File: config.mk
export PLATFORM = sky130hd
export DESIGN_NAME = conv_seq_ctrl
export DESIGN_NICKNAME = d
export VERILOG_FILES = /design/src/rtl/conv_seq_ctrl.sv
export SDC_FILE = /design/constraint.sdc
export NUM_CORES = 1
export LEC_CHECK = 0
export BUFFER_PORTS_ARGS = -buffer_cell sky130_fd_sc_hd__buf_2
export CAP_MARGIN = 20
export CORE_MARGIN = 1.5
export CORE_UTILIZATION = 59
export CTS_BUF_LIST = sky130_fd_sc_hd__clkbuf_8 sky130_fd_sc_hd__clkbuf_16
export DETAILED_ROUTE_END_ITERATION = 12
export PLACE_DENSITY = 0.78
export SYNTH_ARGS = -nofsm -noshare
export SYNTH_HDL_FRONTEND = slang
export SYNTH_SLANG_ARGS = --single-unit
File: constraint.sdc
create_clock -name clk -period 3.6 [get_ports clk]
set_clock_uncertainty 0.05 [all_clocks]
set_input_delay 0 -clock clk [delete_from_list [all_inputs] [get_ports clk]]
set_output_delay 0 -clock clk [all_outputs]
set_load 0.005 [all_outputs]
File: src/rtl/conv_seq_ctrl.sv
// Convolution sequencer: generates MAC address pairs over an IN_DIM x IN_DIM input
// with a K_DIM x K_DIM filter, writes each output pixel, then steps a display through them.
module conv_seq_ctrl #(
    parameter int IN_DIM = 4,
    parameter int K_DIM  = 3,
    parameter int DWELL  = 100000000,
    localparam int O_DIM = IN_DIM - K_DIM + 1,
    localparam int A_W   = ($clog2(IN_DIM*IN_DIM) > 1) ? $clog2(IN_DIM*IN_DIM) : 1,
    localparam int B_W   = ($clog2(K_DIM*K_DIM) > 1) ? $clog2(K_DIM*K_DIM) : 1,
    localparam int W_W   = ($clog2(O_DIM*O_DIM) > 1) ? $clog2(O_DIM*O_DIM) : 1
) (
    input  logic           clk,
    input  logic           rst_n,
    input  logic           start,
    input  logic           mode,
    output logic [A_W-1:0] addr_a,
    output logic [B_W-1:0] addr_b,
    output logic           mac_clr,
    output logic           mac_en,
    output logic           wr_en,
    output logic [W_W-1:0] wr_addr,
    output logic           dis_en,
    output logic [W_W-1:0] dis_addr,
    output logic           busy,
    output logic           done
);
    localparam int RC_W = ($clog2(O_DIM) > 1) ? $clog2(O_DIM) : 1;
    localparam int IJ_W = ($clog2(K_DIM) > 1) ? $clog2(K_DIM) : 1;
    localparam int D_W  = ($clog2(DWELL) > 1) ? $clog2(DWELL) : 1;

    typedef enum logic [2:0] {S_IDLE, S_MAC, S_WRITE, S_DISP, S_DONE} state_t;

    state_t          state_q, state_d;
    logic [RC_W-1:0] r_q, r_d, c_q, c_d;
    logic [IJ_W-1:0] i_q, i_d, j_q, j_d;
    logic            mode_q, mode_d;
    logic [D_W-1:0]  dcnt_q, dcnt_d;
    logic [W_W-1:0]  daddr_q, daddr_d;

    logic [A_W-1:0]  addr_a_q, addr_a_d;
    logic [B_W-1:0]  addr_b_q, addr_b_d;
    logic            mac_clr_q, mac_clr_d, mac_en_q, mac_en_d, wr_en_q, wr_en_d;
    logic [W_W-1:0]  wr_addr_q, wr_addr_d, dis_addr_q, dis_addr_d;
    logic            dis_en_q, dis_en_d, busy_q, busy_d, done_q, done_d;

    // Sequencing: taps j-fastest, outputs c-fastest, display dwell per result.
    always_comb begin
        state_d = state_q;
        r_d     = r_q;
        c_d     = c_q;
        i_d     = i_q;
        j_d     = j_q;
        mode_d  = mode_q;
        dcnt_d  = dcnt_q;
        daddr_d = daddr_q;
        case (state_q)
            S_IDLE: if (start) begin
                mode_d  = mode;
                r_d     = '0;
                c_d     = '0;
                i_d     = '0;
                j_d     = '0;
                state_d = S_MAC;
            end
            S_MAC: begin
                if (j_q == IJ_W'(K_DIM-1)) begin
                    j_d = '0;
                    if (i_q == IJ_W'(K_DIM-1)) begin
                        i_d     = '0;
                        state_d = S_WRITE;
                    end else begin
                        i_d = i_q + 1'b1;
                    end
                end else begin
                    j_d = j_q + 1'b1;
                end
            end
            S_WRITE: begin
                state_d = S_MAC;
                if (c_q == RC_W'(O_DIM-1)) begin
                    c_d = '0;
                    if (r_q == RC_W'(O_DIM-1)) begin
                        r_d     = '0;
                        dcnt_d  = '0;
                        daddr_d = '0;
                        state_d = S_DISP;
                    end else begin
                        r_d = r_q + 1'b1;
                    end
                end else begin
                    c_d = c_q + 1'b1;
                end
            end
            S_DISP: begin
                if (dcnt_q == D_W'(DWELL-1)) begin
                    dcnt_d = '0;
                    if (daddr_q == W_W'(O_DIM*O_DIM-1)) state_d = S_DONE;
                    else                                daddr_d = daddr_q + 1'b1;
                end else begin
                    dcnt_d = dcnt_q + 1'b1;
                end
            end
            S_DONE:  state_d = S_IDLE;
            default: state_d = S_IDLE;
        endcase
    end

    // Outputs are decoded from the next state and registered, so they track the state register.
    always_comb begin
        addr_a_d   = '0;
        addr_b_d   = '0;
        mac_clr_d  = 1'b0;
        mac_en_d   = 1'b0;
        wr_en_d    = 1'b0;
        wr_addr_d  = '0;
        dis_en_d   = 1'b0;
        dis_addr_d = '0;
        busy_d     = (state_d != S_IDLE);
        done_d     = 1'b0;
        case (state_d)
            S_MAC: begin
                addr_a_d  = A_W'((32'(r_d) + 32'(i_d)) * IN_DIM + 32'(c_d) + 32'(j_d));
                addr_b_d  = mode_d ? B_W'(32'(i_d) * K_DIM + 32'(j_d))
                                   : B_W'(K_DIM*K_DIM - 1 - (32'(i_d) * K_DIM + 32'(j_d)));
                mac_en_d  = 1'b1;
                mac_clr_d = (i_d == '0) && (j_d == '0);
            end
            S_WRITE: begin
                wr_en_d   = 1'b1;
                wr_addr_d = W_W'(32'(r_d) * O_DIM + 32'(c_d));
            end
            S_DISP: begin
                dis_en_d   = 1'b1;
                dis_addr_d = daddr_d;
            end
            S_DONE:  done_d = 1'b1;
            default: ;
        endcase
    end

    always_ff @(posedge clk or negedge rst_n) begin
        if (!rst_n) begin
            state_q    <= S_IDLE;
            r_q        <= '0;
            c_q        <= '0;
            i_q        <= '0;
            j_q        <= '0;
            mode_q     <= 1'b0;
            dcnt_q     <= '0;
            daddr_q    <= '0;
            addr_a_q   <= '0;
            addr_b_q   <= '0;
            mac_clr_q  <= 1'b0;
            mac_en_q   <= 1'b0;
            wr_en_q    <= 1'b0;
            wr_addr_q  <= '0;
            dis_en_q   <= 1'b0;
            dis_addr_q <= '0;
            busy_q     <= 1'b0;
            done_q     <= 1'b0;
        end else begin
            state_q    <= state_d;
            r_q        <= r_d;
            c_q        <= c_d;
            i_q        <= i_d;
            j_q        <= j_d;
            mode_q     <= mode_d;
            dcnt_q     <= dcnt_d;
            daddr_q    <= daddr_d;
            addr_a_q   <= addr_a_d;
            addr_b_q   <= addr_b_d;
            mac_clr_q  <= mac_clr_d;
            mac_en_q   <= mac_en_d;
            wr_en_q    <= wr_en_d;
            wr_addr_q  <= wr_addr_d;
            dis_en_q   <= dis_en_d;
            dis_addr_q <= dis_addr_d;
            busy_q     <= busy_d;
            done_q     <= done_d;
        end
    end

    assign addr_a   = addr_a_q;
    assign addr_b   = addr_b_q;
    assign mac_clr  = mac_clr_q;
    assign mac_en   = mac_en_q;
    assign wr_en    = wr_en_q;
    assign wr_addr  = wr_addr_q;
    assign dis_en   = dis_en_q;
    assign dis_addr = dis_addr_q;
    assign busy     = busy_q;
    assign done     = done_q;

endmodule

==> impl_metrics.env <==
export IMPL_clock_power_share_pct=25.4
export IMPL_muxShareOfSynthArea_pct=0.6876
export IMPL_cts_tree="built"
export IMPL_tightest_slew_ns=0.6091
export IMPL_synthSimpleGateAreaFrac_pct=25.74
export IMPL_r2r_setup_slack_ns=0.41
export IMPL_synth_area_sq_um=2912
export IMPL_critPathLaunchType="register"
export IMPL_nets=341
export IMPL_wl_microns=5500
export IMPL_numPortBuffers=21
export IMPL_max_cap_violations=0
export IMPL_leakagePower_uw=0.001553
export IMPL_n_antenna_cell=0
export IMPL_cts_num_sinks=57
export IMPL_hp_class="primary input to asynchronous set/reset pin"
export IMPL_fin_ws_ns=0.4109
export IMPL_htree_levels=3
export IMPL_core_sq_um=4723
export IMPL_ys_ff_latch=57
export IMPL_fin_crit_ns=3.189
export IMPL_avgSynthCellArea_sq_um=9.870
export IMPL_p_int_uw=1465
export IMPL_slew_headroom_pct=59.05
export IMPL_synth_xor_area_share_pct=4.083
export IMPL_powerDensity_nw_per_um2=689.8
export IMPL_drt_iter0_markers=164
export IMPL_dpl_instance_area_sq_um=3097
export IMPL_status="completed"
export IMPL_swShare_pct=36.05
export IMPL_finalCritPeriodShare_pct=88.59
export IMPL_die_y_microns=73.25
export IMPL_ir_worst_vdd_mv=0.6521
export IMPL_setup_worst_path_start="state_q[2]"
export IMPL_tns_ns=0
export IMPL_start_util_pct=61.64
export IMPL_fp_dieW_microns=73.25
export IMPL_drive_gt1_share_pct=15.11
export IMPL_ys_warn_count=0
export IMPL_post_cts_setup_buffers=0
export IMPL_ctsResizeCount=0
export IMPL_rr_startpoint="state_q[2]"
export IMPL_regArea_sq_um=1426
export IMPL_r2r_end="addr_b[3]"
export IMPL_numCtsBuffers=9
export IMPL_clock_tree_root_cell="clkbuf_8"
export IMPL_synth_seq_area_share_pct=48.99
export IMPL_synth_top_family_by_area="simple AND/OR/NAND/NOR gates"
export IMPL_num_rows=25
export IMPL_pwr_share_comb_pct=38.6
export IMPL_ys_types=50
export IMPL_wire_per_inst_microns=13.82
export IMPL_reg2regPathDepth=12
export IMPL_cp_arrival_ns=3.35
export IMPL_criticalPathCategory="register to register"
export IMPL_drc=0
export IMPL_antenna_found_initial=0
export IMPL_syn_nets=310
export IMPL_setup_viol=0
export IMPL_switchingPower_uw=826.1
export IMPL_area_growth_pct=14.10
export IMPL_cp_max_fo=9
export IMPL_rsz0062_at_grt="no"
export IMPL_endpoint="addr_b[3]"
export IMPL_dr_pass1_iters=4
export IMPL_grt_pass1_wl_microns=9301
export IMPL_synth_compound_area_share_pct=11.90
export IMPL_die_area_sq_um=5366
export IMPL_multi_input_area_sq_um=1388
export IMPL_worst_ep_required_time_ns=3.77
export IMPL_ios=22
export IMPL_synth_fa_ha_area_share_pct=5.243
export IMPL_synth_ff_type="dfrtp_1"
export IMPL_avgViaCountPerCell=5.588
export IMPL_power_uw=2291
export IMPL_report_final_hold_viol_count=0
export IMPL_endpoint_kind="register"
export IMPL_fill_cells=375
export IMPL_async_flop_share_pct=100.0
export IMPL_synth_edf_count=0
export IMPL_fin_area_sq_um=3322
export IMPL_antenna_left=0
export IMPL_dpl_worst_slack_ns=0.4099
export IMPL_overflow=0
export IMPL_vias=2224
export IMPL_fmax_mhz=313.6
export IMPL_cts_max_path_buffers=2
export IMPL_grt_max_degree=43
export IMPL_drv_slew=0
export IMPL_clk_latency_ns=0.34
export IMPL_synthCells=295
export IMPL_dp_final_hpwl_microns=3911
export IMPL_seqPwrFrac_pct=36.1
export IMPL_grt_use_total_pct=23.26
export IMPL_grt_pass1_vias=2138
export IMPL_place_congestion=0.8150
export IMPL_clk_pin_slew_worst_paths_ns=0.06
==> sequential cells by signal (all words and copies together), names as in the netlist, 2 cells and up <==
name	cells
addr_a	4
addr_b	4
daddr_q	2
dcnt_q	27
dis_addr	2
i_q	2
j_q	2
state_q	3
wr_addr	2
==> power by group through the flow <==
stage / Combinational, uW / Clock [uW] / Sequential [uW]
floorplan: 643 / 0 / 836
global route: 1020 / 626 / 841
global placement: 862 / 0 / 835
detailed placement: 894 / 0 / 837
finish: 884 / 581 / 827
CTS: 898 / 596 / 826
==> what timing repair did <==
item	in CTS	in global routing
setup endpoints to repair	0	0
hold endpoints to repair	18	0
hold buffers	3	0
==> per-layer routing <==
layer  part of all wire, %  vias to the layer above  track usage (%)
met5                     0                        -                0
met4                   2.2                        0            10.90
met3                   3.4                        9            7.682
met2                    51                       26            38.99
met1                    43                     1085            26.86
li1                      -                     1104                -
==> area by class of cell <==
type	instances	area share, %
clock inverters	6	1.733
clock buffers	10	4.143
flip-flops and latches	57	42.94
well taps	67	2.524
inverters	13	1.469
multi-input cells	215	41.77
repair buffers	30	5.424
==> cells in the final DEF, fill, tap and decap left out, types with 5 or more instances in the layout <==
cell,n
o31ai_1,5
inv_1,14
nor2_1,24
xor2_1,7
o21ai_0,20
buf_2,21
nand2b_1,8
and3_1,6
nand3_1,15
buf_4,6
and2_1,8
a21oi_1,17
ha_1,9
or3_1,10
clkbuf_8,10
dfrtp_1,57
nor3_1,5
nand2_1,28
==> worst max-delay path, cell delays in order, from the launching register on <==
cell and delay (ns):
dfrtp_1 0.49, nor3b_1 0.31, nand2_1 0.08, o21ai_0 0.38, inv_1 0.15, fa_1 0.49, inv_1 0.08, ha_1 0.14
inv_1 0.05, fa_1 0.52, nand4_1 0.12, xnor2_1 0.15, nor2_1 0.05
==> Yosys cell counts, types with 2 or more instances <==
library cell	n	area (sq um)
and4_1	4	35.03
nor4_1	2	12.51
or4_1	4	30.03
and3_1	6	37.54
dfrtp_1	57	1426
a22o_1	2	17.52
xor2_1	7	61.31
ha_1	9	112.6
xnor2_1	4	35.03
mux2i_1	2	20.02
inv_1	13	48.80
nand2_1	28	105.1
nand4_1	4	25.02
buf_2	5	25.02
clkbuf_1	3	11.26
nor4b_1	3	26.28
nor2_1	24	90.09
nor3b_1	3	22.52
nand3_1	15	75.07
nor3_1	5	25.02
a21boi_0	2	15.01
nand2b_1	8	50.05
or3_1	10	62.56
o21ai_0	20	100.1
or2_2	2	12.51
and2_1	8	50.05
a21oi_1	17	85.08
o31ai_1	5	37.54
fa_1	2	40.04
==> metrics by stage <==
step	std cells	util [%]	hold slack, ns
4_1_cts	398	70.33	0.05308
3_3_place_gp	379	65.56	-0.1179
3_5_place_dp	379	65.56	-0.1183
5_1_grt	398	70.33	0.07556
6_report	398	70.33	0.05841
2_1_floorplan	295	-	-0.3456
==> cell families after synthesis <==
family,count (synthesis)
AOI/OAI and AO/OA,56
xor gates and xnor gates,12
adders and majority gates,11
buffers and inverters,23
DFF,57
muxes,2
and+or+nand+nor,134
==> worst min-delay path by stage <==
stage	endpoint	depth (start not counted)
6_report	dcnt_q[5]	2
5_1_grt	dcnt_q[5]	2
4_1_cts	dcnt_q[5]	2
3_5_place_dp	dcnt_q[5]	1
3_3_place_gp	dcnt_q[5]	1
2_1_floorplan	addr_a[0]	0
No activity file was read; power rests on OpenSTA's default activity.
